### src/rtl/instruction_fetch_unit.sv
// Instruction fetch stage: PC register, one-entry fetch buffer toward the decoder,
// redirect handling and out-of-range / misaligned-target fault reporting.
module instruction_fetch_unit #(
    parameter logic [63:0] RESET_PC  = 64'd0,
    parameter int unsigned MEM_BYTES = 128
) (
    input  logic        clk,
    input  logic        reset,
    output logic [63:0] Inst_Address,
    input  logic [31:0] Instruction,
    input  logic        branch_taken,
    input  logic [63:0] branch_target,
    input  logic        id_ready,
    output logic        if_valid,
    output logic [31:0] if_instruction,
    output logic [63:0] if_pc,
    output logic [1:0]  fault_code,
    output logic [31:0] fetch_count
);

    typedef enum logic [1:0] {
        BOOT = 2'd0,
        RUN  = 2'd1,
        OOR  = 2'd2,
        HALT = 2'd3
    } state_t;

    localparam logic [1:0] FAULT_NONE      = 2'b00;
    localparam logic [1:0] FAULT_MISALIGN  = 2'b01;
    localparam logic [1:0] FAULT_OUT_RANGE = 2'b10;

    state_t      state, state_next;
    logic [63:0] pc, pc_next;
    logic        valid_next;
    logic [31:0] instr_next;
    logic [63:0] if_pc_next;
    logic [1:0]  fault_next;
    logic [31:0] count_next;

    logic handshake;
    logic in_range;
    logic target_aligned;

    assign Inst_Address   = pc;
    assign handshake      = if_valid & id_ready;
    assign in_range       = pc < 64'(MEM_BYTES);
    assign target_aligned = (branch_target[1:0] == 2'b00);

    always_ff @(posedge clk) begin
        if (reset) begin
            state          <= BOOT;
            pc             <= RESET_PC;
            if_valid       <= 1'b0;
            if_instruction <= 32'h0;
            if_pc          <= 64'h0;
            fault_code     <= FAULT_NONE;
            fetch_count    <= 32'd0;
        end else begin
            state          <= state_next;
            pc             <= pc_next;
            if_valid       <= valid_next;
            if_instruction <= instr_next;
            if_pc          <= if_pc_next;
            fault_code     <= fault_next;
            fetch_count    <= count_next;
        end
    end

    always_comb begin
        state_next = state;
        pc_next    = pc;
        valid_next = if_valid;
        instr_next = if_instruction;
        if_pc_next = if_pc;
        fault_next = fault_code;
        // A handshake counts even when a redirect flushes the buffer in the same cycle.
        count_next = handshake ? fetch_count + 32'd1 : fetch_count;

        case (state)
            BOOT: state_next = RUN;
            RUN, OOR: begin
                if (branch_taken) begin
                    valid_next = 1'b0;
                    if (target_aligned) begin
                        pc_next    = branch_target;
                        state_next = RUN;
                        fault_next = FAULT_NONE;
                    end else begin
                        state_next = HALT;
                        fault_next = FAULT_MISALIGN;
                    end
                end else if (state == RUN && in_range && (!if_valid || id_ready)) begin
                    instr_next = Instruction;
                    if_pc_next = pc;
                    valid_next = 1'b1;
                    pc_next    = pc + 64'd4;
                end else begin
                    // Stall holds everything; a pending word may still drain.
                    if (handshake) valid_next = 1'b0;
                    if (state == RUN && !in_range) begin
                        state_next = OOR;
                        fault_next = FAULT_OUT_RANGE;
                    end
                end
            end
            HALT: valid_next = 1'b0;
            default: state_next = BOOT;
        endcase
    end

endmodule

### config.mk
export PLATFORM = sky130hd
export DESIGN_NAME = instruction_fetch_unit
export DESIGN_NICKNAME = d
export VERILOG_FILES = /design/src/rtl/instruction_fetch_unit.sv
export SDC_FILE = /design/constraint.sdc
export NUM_CORES = 1
export LEC_CHECK = 0
export CELL_PAD_IN_SITES_DETAIL_PLACEMENT = 1
export CELL_PAD_IN_SITES_GLOBAL_PLACEMENT = 1
export CORE_UTILIZATION = 31
export DETAILED_ROUTE_END_ITERATION = 10
export GPL_ROUTABILITY_DRIVEN = 0
export GPL_TIMING_DRIVEN = 0
export PLACE_DENSITY = 0.88
export SETUP_SLACK_MARGIN = 0.05
export SYNTH_ARGS = -nofsm -noshare
export SYNTH_HDL_FRONTEND = slang
export SYNTH_SLANG_ARGS = --single-unit
### constraint.sdc
create_clock -name clk -period 3 [get_ports clk]
set_clock_uncertainty 0.1 [all_clocks]
set_input_delay 0.75 -clock clk [delete_from_list [all_inputs] [get_ports clk]]
set_output_delay 0.75 -clock clk [all_outputs]
set_load 0.02 [all_outputs]
==> results.md <==
Layout:
- The synthesis-to-finish area growth is 55.1%.
- At the end of the flow, the number of nets in the layout was 1263.
- With fillers left out, the area of the finished cells amounts to 11400 µm².
- The post-route netlist has 4.70% of its cells at a drive strength greater than 1.
- The number of antenna diodes in the final layout is 0.

Floorplan:
- The top-level I/O count is 295.
- The core region is 22900 µm².
- The die covers 24300 µm².
- The number of core rows is 55.
- Measured along the y axis, the die boundary spans 156 µm.
- The initial core utilization is 32.0%.
- From left edge to right edge, the die measures 156 µm.

Timing:
- The share of the clock period used by the worst path after layout is 95.5%.
- The final-report hold violation count was 0.
- Setup repair after global routing could not meet its margin everywhere.
- The final critical path time including I/O delays and setup is 2.87 ns.
- Hold timing on the final database bottoms out at a slack of 0.353 ns.
- The number of slew-limit violations in the final report is 0.
- The worst max-slew margin expressed relative to the limit is 51.0%.
- The maximum achievable frequency is 349 MHz.
- The transition time at the pin with the least slew margin is 0.728 ns.
- Setup violations remaining at the end of the flow were counted as 0.
- The setup slack after layout is 0.134 ns.
- After routing, the total negative slack on setup checks comes to 0 ns.

Power and ir drop:
- The internal portion of the total power is 4.43 mW.
- For this design the total switching power over the nets is 2.18 mW.
- The worst vdd rail ir drop is 0.344 mV.
- The leakage component of the power is 3.92 nW.
- The power share of the sequential group is 42.9%.
- Net switching is 32.9% of the power.
- The fraction of power consumed by the clock network is 37.8%.
- The power per cell area is 580 nW/µm².
- Overall power consumption after layout is estimated at 6.61 mW.
- Per report_power, the combinational group accounts for 19.3% of the total.

Critical path:
- The number of cell instances on the worst register-to-register path is 8.
- The destination of the critical timing path is Inst_Address[27]$_SDFFE_PP0P_.
- The worst endpoint data arrival time is 3.07 ns.
- STA puts the critical path data required time at 3.21 ns.
- The kind of critical path is flop to flop.
- The cell with the biggest individual delay on the critical path is sky130_fd_sc_hd__or3_1.
- The maximum fanout encountered on the critical timing path is 10.
- The highest cell delay on the worst timing path is 0.49 ns.
- The most repeated library cell on the critical path is sky130_fd_sc_hd__or3_1.
- In this run the worst setup path begins at Inst_Address[9]$_SDFFE_PP0P_.
- Traced cell by cell, the critical path runs through nor4_2 > nand4_1 > or3_1 > or3_1 > buf_6 > buf_1 > nand3_1 > a21oi_1.
- The worst register-to-register path has a setup slack of 0.13 ns.
- In this run the critical register-to-register path is captured at Inst_Address[27]$_SDFFE_PP0P_.
- STA classifies the critical path endpoint as a flop.
- The critical path startpoint category is a flop.
- The worst register-to-register path begins at Inst_Address[9]$_SDFFE_PP0P_.

Detailed routing:
- The wire length after detailed routing is 27900 µm.
- After detailed routing, the met2 layer carries 13500 µm of wire.
- The per-cell routed wire length is 18.8 µm.
- For this block, the via count after detailed routing is 7508.
- The detailed router used layers up to and including met4.
- In the routed design, unresolved DRC markers number 0.
- The number of vias per cell is 5.06.
- The number of design-rule violations left by the first detailed-router iteration is 396.
- The first-pass detailed-route iteration total is 5.
- The length of routed met3 wiring is 1800 µm.
- The met1 layer wirelength in the final routing is 11600 µm.
- The residual antenna-violating net count after detailed routing is 0.

Yosys:
- For this run, asynchronously set or reset flops after synthesis account for 0%.
- The count of different cell masters after synthesis is 47.
- The post-synthesis simple-gate area fraction is 27.3%.
- Of the total synthesized cell area, the portion taken by XOR and XNOR cells is 3.58%.
- A synthesized cell averages 8.69 µm².
- The count of flip-flops with a built-in enable after synthesis is 0.
- Summing the areas of all compound-gate instances in the mapped netlist gives 10.7% of the synthesized area.
- The leading area contributor after synthesis is sky130_fd_sc_hd__dfxtp_1.
- The count of state elements after synthesis is 197.
- The sequential fraction of the synthesis area is 53.7%.
- The top cell type by area accounts for 53.7% of the synthesized area.
- The total number of yosys warnings is 0.
- Sorting the synthesized cells by how often they occur yields 197 x sky130_fd_sc_hd__dfxtp_1, 117 x sky130_fd_sc_hd__nand3_1, 115 x sky130_fd_sc_hd__nand2_1.
- After synthesis the cells add up to 7340 µm².
- Of the post-synthesis cell area, the part taken by muxes is 0.273%.
- The combinational family with the most area after synthesis is simple AND/OR/NAND/NOR gates.
- The synthesized instance count is 845.
- The cell with the most instances after synthesis is sky130_fd_sc_hd__dfxtp_1.
- The number of nets produced by synthesis is 950.
- After synthesis, the cell types taking the most area are sky130_fd_sc_hd__dfxtp_1 54%, sky130_fd_sc_hd__nand3_1 8.0%, sky130_fd_sc_hd__a21oi_1 6.5%, sky130_fd_sc_hd__nand2_1 5.9%, sky130_fd_sc_hd__and2_1 5.2%.
- After Yosys synthesis, full adders, half adders and majority gates account for 0.852% of the synthesized area.
- The most common flop cell mapped by yosys is sky130_fd_sc_hd__dfxtp_1.

Clock tree:
- The root buffer cell is sky130_fd_sc_hd__clkbuf_16.
- TritonCTS built the clock tree.
- The clock reaches the later pin of the worst-skew pair after 0.44 ns.
- The hold-fix buffer count after cts is 0.
- The clock buffer count from CTS is 17.
- Clock-pin slew was measured on the worst setup and hold paths at 0.09 ns.
- The number of H-tree levels is 4.
- CTS saw 197 sinks.
- The maximum root-to-sink buffer count is 2.

Global routing:
- The pin count of the biggest net entering global routing is 25.
- The first global-routing pass estimated 42800 µm of wire.
- The number of global-route vias before repair came to 7785.
- Global routing finished with a remaining overflow of 0.
- The number of antenna violations at the first check in global routing is 0.
- Global routing consumed, over all layers together, 22.7% of the routing resources.

Placed design:
- The number of I/O port buffers is 293.
- The total half-perimeter wirelength after legalization and detailed placement is 21100 µm.
- The worst setup slack before clock tree synthesis is -0.627 ns.
- After detailed placement, the total cell area comes to 10700 µm².

Hold path:
- The worst hold path begins at if_instruction[28]$_SDFFE_PP0P_.
- The worst hold path belongs to the class flop to flop.

Run status:
- The flow ran to the end, and the final reports show no timing, DRC or antenna violations.

Run:
- The number of violations of the max-capacitance limit is 0.
-- stage by stage --
stage / instances / utilization, %
3_5_place_dp: 1451 / 46.5
6_report: 1484 / 49.7
4_1_cts: 1483 / 49.5
5_1_grt: 1484 / 49.7
2_1_floorplan: 845 / -
3_3_place_gp: 1451 / 46.5
-- power by group through the flow --
stage,Sequential (mW),Combinational (mW),Clock [mW]
2_1_floorplan,2.97,0.528,0
3_3_place_gp,2.88,1.18,0
3_5_place_dp,2.88,1.21,0
4_1_cts,2.83,1.24,2.53
5_1_grt,2.85,1.38,2.65
6_report,2.83,1.28,2.50
-- timing repair --
action                     in CTS  in global routing
setup endpoints to repair     156                127
resized for setup               6                 14
setup buffers                   0                  2
cloned                          0                  0
pin swaps                       0                  2
-- layout by cell type, fill, tap and decap left out, types with 7 or more instances in the layout --
cell | Yosys | routed
sky130_fd_sc_hd__xor2_1 | 21 | 21
sky130_fd_sc_hd__clkbuf_1 | 46 | 40
sky130_fd_sc_hd__nand2_1 | 115 | 115
sky130_fd_sc_hd__a21oi_1 | 96 | 96
sky130_fd_sc_hd__nor4_1 | 15 | 12
sky130_fd_sc_hd__nor3_1 | 12 | 11
sky130_fd_sc_hd__nand4_1 | 9 | 9
sky130_fd_sc_hd__o21ai_0 | 10 | 10
sky130_fd_sc_hd__xnor2_1 | 9 | 9
sky130_fd_sc_hd__clkdlybuf4s50_1 | 0 | 293
sky130_fd_sc_hd__nor2_1 | 50 | 50
sky130_fd_sc_hd__nand3_1 | 117 | 117
sky130_fd_sc_hd__clkbuf_16 | 0 | 17
sky130_fd_sc_hd__a211oi_1 | 7 | 7
sky130_fd_sc_hd__dfxtp_1 | 197 | 197
sky130_fd_sc_hd__and2_1 | 61 | 61
-- sequential cells by signal, indices dropped and copies added (netlist names) --
register,cells
if_pc,64
fetch_count,32
if_valid,1
fault_code,2
if_instruction,32
Inst_Address,64
state,2
-- how the worst min path moves through the flow --
stage          cells after the start                               to
2_1_floorplan                      2            state[1]$_SDFFE_PP0P_
3_3_place_gp                       2  if_instruction[28]$_SDFFE_PP0P_
3_5_place_dp                       2  if_instruction[28]$_SDFFE_PP0P_
4_1_cts                            2  if_instruction[28]$_SDFFE_PP0P_
5_1_grt                            2  if_instruction[28]$_SDFFE_PP0P_
6_report                           2  if_instruction[28]$_SDFFE_PP0P_
-- critical path: cells and delay by family (launching register included) --
family,cells,cell delay (ns)
simple gates,5,1.72
flops,1,0.40
buf+inv,2,0.43
compound gates,1,0.08
-- logic make-up after synthesis --
family,count (synthesis)
buffers and inverters,63
flip-flops,197
AND/OR/NAND/NOR,408
adder cells (fa/ha/maj),5
AO/OA/AOI/OAI,140
XOR/XNOR,30
multiplexers,2
-- final cells by class --
class,instances,area [µm²]
fillers,2642,11500
flip-flops and latches,197,3940
multi-input cells,585,3190
repair buffers,295,2950
clock buffers,17,425
well taps,313,392
plain buffers,56,240
clock inverters,15,220
inverters,6,22.5
-- routing by layer --
| metal | global-route usage, % | vias up |
|---|---|---|
| met3 | 5.94 | 61 |
| met5 | 0 | - |
| met1 | 27.4 | 3659 |
| met2 | 37.9 | 254 |
| met4 | 9.94 | 0 |
| li1 | - | 3534 |
Note: power is estimated with default switching activity, not from simulation.
